### src/rtl/mult_div_pkg.sv
// Shared constants and FSM encoding for the multicycle signed multiply/divide unit.
package mult_div_pkg;

  localparam int ITER  = 32;
  localparam int CNT_W = $clog2(ITER);
  localparam logic [31:0] MIN_INT = 32'h8000_0000;

  typedef enum logic [2:0] {
    ST_IDLE   = 3'd0,
    ST_MULT   = 3'd1,
    ST_DIV    = 3'd2,
    ST_FINISH = 3'd3,
    ST_DZERO  = 3'd4
  } state_t;

endpackage

### src/rtl/mult_div_div_step.sv
// One restoring-division iteration on unsigned magnitudes: shift {rem, quo} left,
// trial-subtract the divisor, keep the difference when it does not go negative.
module mult_div_div_step #(
  parameter int WIDTH = 32
) (
  input  logic [WIDTH-1:0] rem,
  input  logic [WIDTH-1:0] quo,
  input  logic [WIDTH-1:0] dvs,
  output logic [WIDTH-1:0] rem_nxt,
  output logic [WIDTH-1:0] quo_nxt
);

  logic [WIDTH:0]   shifted;
  logic [WIDTH+1:0] trial;

  assign shifted = {rem, quo[WIDTH-1]};
  assign trial   = {1'b0, shifted} - {2'b00, dvs};

  always_comb begin
    rem_nxt = shifted[WIDTH-1:0];
    quo_nxt = {quo[WIDTH-2:0], 1'b0};
    if (!trial[WIDTH+1]) begin
      rem_nxt = trial[WIDTH-1:0];
      quo_nxt = {quo[WIDTH-2:0], 1'b1};
    end
  end

endmodule

### src/rtl/mult_div.sv
// Multicycle signed MULT (radix-2 Booth) / DIV (restoring on magnitudes) with HI/LO result registers.
// Handshake: a start pulse is taken only in IDLE; busy is high until the state returns to IDLE.
module mult_div
  import mult_div_pkg::*;
#(
  parameter int WIDTH = 32
) (
  input  logic             clk,
  input  logic             reset,
  input  logic             start_mult,
  input  logic             start_div,
  input  logic [WIDTH-1:0] a_in,
  input  logic [WIDTH-1:0] b_in,
  output logic             busy,
  output logic             done,
  output logic             div_zero,
  output logic [WIDTH-1:0] hi_out,
  output logic [WIDTH-1:0] lo_out,
  output state_t           dbg_state
);

  state_t           state, state_nxt;
  logic [CNT_W-1:0] cnt;
  logic [WIDTH-1:0] acc_hi, acc_lo, opb;
  logic             q_m1, is_div, neg_q, neg_r;
  logic [WIDTH:0]   booth_sum;
  logic [WIDTH-1:0] abs_a, abs_b, rem_nxt, quo_nxt;
  logic             last_iter;

  // Magnitudes are unsigned, so |MIN_INT| is carried exactly as 0x80000000.
  assign abs_a     = a_in[WIDTH-1] ? -a_in : a_in;
  assign abs_b     = b_in[WIDTH-1] ? -b_in : b_in;
  assign last_iter = (cnt == CNT_W'(ITER - 1));
  assign busy      = (state != ST_IDLE);
  assign dbg_state = state;

  always_ff @(posedge clk or negedge reset) begin
    if (!reset) state <= ST_IDLE;
    else        state <= state_nxt;
  end

  always_comb begin
    state_nxt = state;
    case (state)
      ST_IDLE: begin
        if (start_mult)     state_nxt = ST_MULT;
        else if (start_div) state_nxt = (b_in == '0) ? ST_DZERO : ST_DIV;
      end
      ST_MULT, ST_DIV: if (last_iter) state_nxt = ST_FINISH;
      ST_FINISH, ST_DZERO: state_nxt = ST_IDLE;
      default: state_nxt = ST_IDLE;
    endcase
  end

  // Sign-extended by one bit so subtracting MIN_INT cannot wrap before the shift.
  always_comb begin
    booth_sum = {acc_hi[WIDTH-1], acc_hi};
    case ({acc_lo[0], q_m1})
      2'b01:   booth_sum = {acc_hi[WIDTH-1], acc_hi} + {opb[WIDTH-1], opb};
      2'b10:   booth_sum = {acc_hi[WIDTH-1], acc_hi} - {opb[WIDTH-1], opb};
      default: booth_sum = {acc_hi[WIDTH-1], acc_hi};
    endcase
  end

  mult_div_div_step #(.WIDTH(WIDTH)) u_div_step (
    .rem     (acc_hi),
    .quo     (acc_lo),
    .dvs     (opb),
    .rem_nxt (rem_nxt),
    .quo_nxt (quo_nxt)
  );

  always_ff @(posedge clk or negedge reset) begin
    if (!reset) begin
      cnt      <= '0;
      acc_hi   <= '0;
      acc_lo   <= '0;
      opb      <= '0;
      q_m1     <= 1'b0;
      is_div   <= 1'b0;
      neg_q    <= 1'b0;
      neg_r    <= 1'b0;
      done     <= 1'b0;
      div_zero <= 1'b0;
      hi_out   <= '0;
      lo_out   <= '0;
    end else begin
      done     <= 1'b0;
      div_zero <= 1'b0;
      case (state)
        ST_IDLE: begin
          cnt <= '0;
          if (start_mult) begin
            acc_hi <= '0;
            acc_lo <= b_in;
            opb    <= a_in;
            q_m1   <= 1'b0;
            is_div <= 1'b0;
          end else if (start_div && (b_in != '0)) begin
            acc_hi <= '0;
            acc_lo <= abs_a;
            opb    <= abs_b;
            is_div <= 1'b1;
            neg_q  <= a_in[WIDTH-1] ^ b_in[WIDTH-1];
            neg_r  <= a_in[WIDTH-1];
          end
        end
        ST_MULT: begin
          acc_hi <= booth_sum[WIDTH:1];
          acc_lo <= {booth_sum[0], acc_lo[WIDTH-1:1]};
          q_m1   <= acc_lo[0];
          cnt    <= cnt + CNT_W'(1);
        end
        ST_DIV: begin
          acc_hi <= rem_nxt;
          acc_lo <= quo_nxt;
          cnt    <= cnt + CNT_W'(1);
        end
        ST_FINISH: begin
          done <= 1'b1;
          if (is_div) begin
            hi_out <= neg_r ? -acc_hi : acc_hi;
            lo_out <= neg_q ? -acc_lo : acc_lo;
          end else begin
            hi_out <= acc_hi;
            lo_out <= acc_lo;
          end
        end
        ST_DZERO: div_zero <= 1'b1;
        default: ;
      endcase
    end
  end

endmodule

### config.mk
export PLATFORM = sky130hd
export DESIGN_NAME = mult_div
export DESIGN_NICKNAME = d
export VERILOG_FILES = /design/src/rtl/mult_div_pkg.sv /design/src/rtl/mult_div_div_step.sv /design/src/rtl/mult_div.sv
export SDC_FILE = /design/constraint.sdc
export NUM_CORES = 1
export LEC_CHECK = 0
export BUFFER_PORTS_ARGS = -buffer_cell sky130_fd_sc_hd__buf_4
export CORE_UTILIZATION = 65
export DETAILED_ROUTE_END_ITERATION = 8
export GPL_TIMING_DRIVEN = 0
export PLACE_DENSITY_LB_ADDON = 0.12
export SYNTH_ARGS = -nofsm -noshare
export SYNTH_HDL_FRONTEND = slang
export SYNTH_HIERARCHICAL = 1
export SYNTH_SLANG_ARGS = --single-unit
### constraint.sdc
create_clock -name clk -period 11.25 [get_ports clk]
set_input_delay 1.6875 -clock clk [delete_from_list [all_inputs] [get_ports clk]]
set_output_delay 1.6875 -clock clk [all_outputs]
set_load 0.02 [all_outputs]
==> out/results.tsv <==
stage	metric	value	unit
sta	highest clock rate	0.182	GHz
sta	max_slew headroom	0.184	
synthesis	Seq cells post-synth	174	
global_routing	largest net degree at the start of global routing	125	
clock_tree	post-cts hold buffer count	0	
synthesis	ys flop type	dfrtp_1	
clock_tree	clk sink count	174	
sta	Final setup viols	0	
placed_design	Buffers on Ports	137	
critical_path	Crit Reg-Reg Endpoint	acc_hi[31]	
synthesis	Synth cell types	88	
run_status	status	completed	
hold_path	Hold Path Class	flip-flop to flip-flop	
die	total core area	22800	sq um
hold_path	hold path cells	2	
sta	RSZ-0062 raised after global routing	no	
synthesis	Synth Cell Area	15200	sq um
clock_tree	postcts setup bufs	0	
finish	final core utilization	0.760	
drt	Starting DRT DRC Count	2164	
drt	wire length per cell	22.4	microns
sta	minimum clock period	5.50	ns
finish	Area growth syn-to-layout	13.7	%
synthesis	syn_nets	2051	
synthesis	post-synthesis sequential area ratio	0.286	
synthesis	fraction of registers with async set/reset	1.00	
global_routing	Remaining Overflow, GRT	0	
sta	Setup TNS Final	0	ns
clock_tree	CTS Root Cell	clkbuf_16	
sta	Slew Limit Fails	0	
global_routing	gr usage total	0.446	
synthesis	synth warn	6	
die	Die W	155	microns
clock_tree	post_cts resized	0	
global_routing	first-pass GRT wire length	82100	microns
critical_path	type of origin of the critical path	flip-flop	
die	initial core utilization	0.668	
drt	DRC viols	0	
die	number of I/O pins	138	
hold_path	hold path endpoint	lo_out[0]	
drt	WL final	53600	microns
critical_path	CP cell instances	nor3_1, nor4b_1, nand2_1, or3_1, nor4_1, nor2_1, xnor2_1, ha_1, clkbuf_1, nand4_1, nor3_1, nand2_1, a311o_1, a311oi_1, a21oi_1, xnor2_1, o211ai_1	
sta	Fin. Hold Viols	0	
die	FP Rows	55	
global_routing	vias in the first global route	15200	
clock_tree	clock buffer depth	2	
sta	period utilization	0.489	
hold_path	hold wc startpoint	lo_out[0]	
synthesis	count of flip-flops with a built-in enable after synthesis	0	
die	Die ar.	24000	sq um
synthesis	synthesized area per cell	7.98	sq um
critical_path	Req. time, crit path	11.57	ns
drt	Pre-Repair DR Iteration Count	7	
finish	layout cell share with drive strength beyond 1	0.126	
clock_tree	H-tree levels	4	
critical_path	Worst Path Class, Setup	flip-flop to flip-flop	
placed_design	GPL Wtd Cong	1.05	
critical_path	Worst R2R Path Depth	17	
global_routing	initial antenna violation count	1	
synthesis	cell count after synthesis	1909	
sta	Slew @ Worst Pin	1.22	ns
clock_tree	CTS tree	done	
critical_path	Worst Path Max Fanout	8	
finish	nets	2208	
drt	Vias per Instance	6.78	
critical_path	critical path's slowest cell	nor4b_1	
critical_path	RR Startpoint	opb[4]	
die	chip height	155	microns
clock_tree	worst skew pair latency	0.46	ns
sta	Clock Skew	0.0156	ns
critical_path	CP max stage delay	0.71	ns
critical_path	CP arrival	5.81	ns
clock_tree	clock slew at reported path FFs	0.08	ns
placed_design	Final HPWL DP	41000	microns
drt	Final ANT Viol Nets	0	
clock_tree	CTS Buf Count	17	
drt	total number of vias	16200	
critical_path	R2R setup slack	5.75	ns
flow_run	number of max-cap violations	0	
critical_path	crit path capture type	flip-flop	
==> flip-flops by register name (all words and copies together) (netlist names), 3 cells and up <==
name       count
acc_hi        32
cnt            5
acc_lo        32
dbg_state      3
opb           32
lo_out        32
hi_out        32
==> logic make-up (layout without fill, tap and decap cells) <==
kind of cell / count (synthesis) / after routing / synth area share
AO/OA/AOI/OAI: 620 / 620 / 0.263
AND/OR/NAND/NOR: 590 / 590 / 0.180
buffers and inverters: 217 / 387 / 0.0649
XOR/XNOR: 190 / 190 / 0.109
flip-flops: 174 / 174 / 0.286
adder cells (fa/ha/maj): 74 / 74 / 0.0618
multiplexers: 44 / 44 / 0.0345
other: 0 / 2 / 0
==> worst max path at each step <==
stage | startpoint | to | slack [ns] | depth (start not counted)
after floorplan | opb[4] | acc_hi[29] | 7.11 | 17
after global placement | opb[4] | acc_hi[31] | 6.07 | 17
after detailed placement | opb[4] | acc_hi[31] | 5.95 | 17
after CTS | opb[4] | acc_hi[31] | 5.90 | 17
after global routing | opb[4] | acc_hi[31] | 5.61 | 17
final | opb[4] | acc_hi[31] | 5.75 | 17
==> metal layers <==
layer,track usage,vias to the layer above,wire length (microns)
met1,0.572,7624,20800
met5,0,-,0
met2,0.676,1125,23000
li1,-,7233,-
met4,0.240,0,2930
met3,0.133,241,6880
==> critical path, delay by kind of cell, from the launching register on <==
kind / cells / cell delay [ns]
buf+inv: 1 / 0.30
fa+ha+maj: 1 / 0.27
flops: 1 / 0.47
compound gates: 4 / 1.14
xor+xnor: 2 / 0.43
simple gates: 9 / 2.74
==> synth_stat cells (all sizes together) (11+ instances only) <==
master | n | area (sq um)
o211ai | 13 | 97.6
clkbuf | 84 | 315
o31ai | 39 | 303
ha | 72 | 901
o21ai | 202 | 1010
o21a | 15 | 121
o21bai | 12 | 90.1
nand2 | 233 | 875
inv | 81 | 309
or3 | 12 | 80.1
nand3 | 20 | 100
nor2 | 152 | 571
nor4 | 17 | 113
buf | 52 | 364
nor3 | 46 | 230
o41ai | 16 | 159
mux2 | 26 | 345
a31oi | 25 | 156
a21o | 26 | 195
xor2 | 78 | 683
mux2i | 18 | 180
a22oi | 15 | 118
a21oi | 142 | 711
dfrtp | 174 | 4350
and3 | 13 | 81.3
a211oi | 11 | 82.6
a222oi | 34 | 340
nand4 | 13 | 81.3
or4 | 23 | 180
xnor2 | 112 | 981
==> area by class of cell <==
type                       instances  area (sq um)
clock buffer                      17           425
antenna                            2          5.00
inverter                          81           309
timing repair buffer             138          1060
sequential                       174          4350
tap                              313           392
buffer                           136           679
multi-input combinational       1518          9880
fill                            1752          5460
clock inverter                    15           205
==> placed cells by master (no fill, tap or decap), types with 13 or more instances in the layout <==
master / synthesis / final
mux2_4: 14 / 14
inv_1: 79 / 79
xnor2_1: 112 / 112
o21a_1: 13 / 13
and3_1: 13 / 13
a222oi_1: 34 / 34
a21oi_1: 142 / 142
nor2_1: 152 / 152
nand3_1: 20 / 20
nand4_1: 13 / 13
o41ai_1: 15 / 15
dfrtp_1: 174 / 174
o21ai_1: 70 / 70
xor2_1: 78 / 78
clkbuf_16: 0 / 17
nor4_1: 16 / 16
ha_1: 72 / 72
nor3_1: 46 / 46
o31ai_1: 37 / 37
clkbuf_1: 84 / 84
or4_1: 21 / 21
buf_4: 31 / 167
a31oi_1: 25 / 25
a21o_1: 26 / 26
o21ai_0: 132 / 132
a22oi_1: 14 / 14
nand2_1: 233 / 233
mux2i_1: 18 / 18
o211ai_1: 13 / 13
==> through the flow <==
stage	cells	cell area (sq um)	hold slack (ns)	worst slack, ns
2_1_floorplan	1909	15200	0.465	7.11
3_3_place_gp	2359	16600	0.465	6.07
3_5_place_dp	2360	16700	0.471	5.95
4_1_cts	2392	17300	0.489	5.90
5_1_grt	2392	17300	0.498	5.61
6_report	2394	17300	0.482	5.75
Power is not shown: default switching activity piles up to over one toggle a cycle in this logic, so the estimate is an artifact.
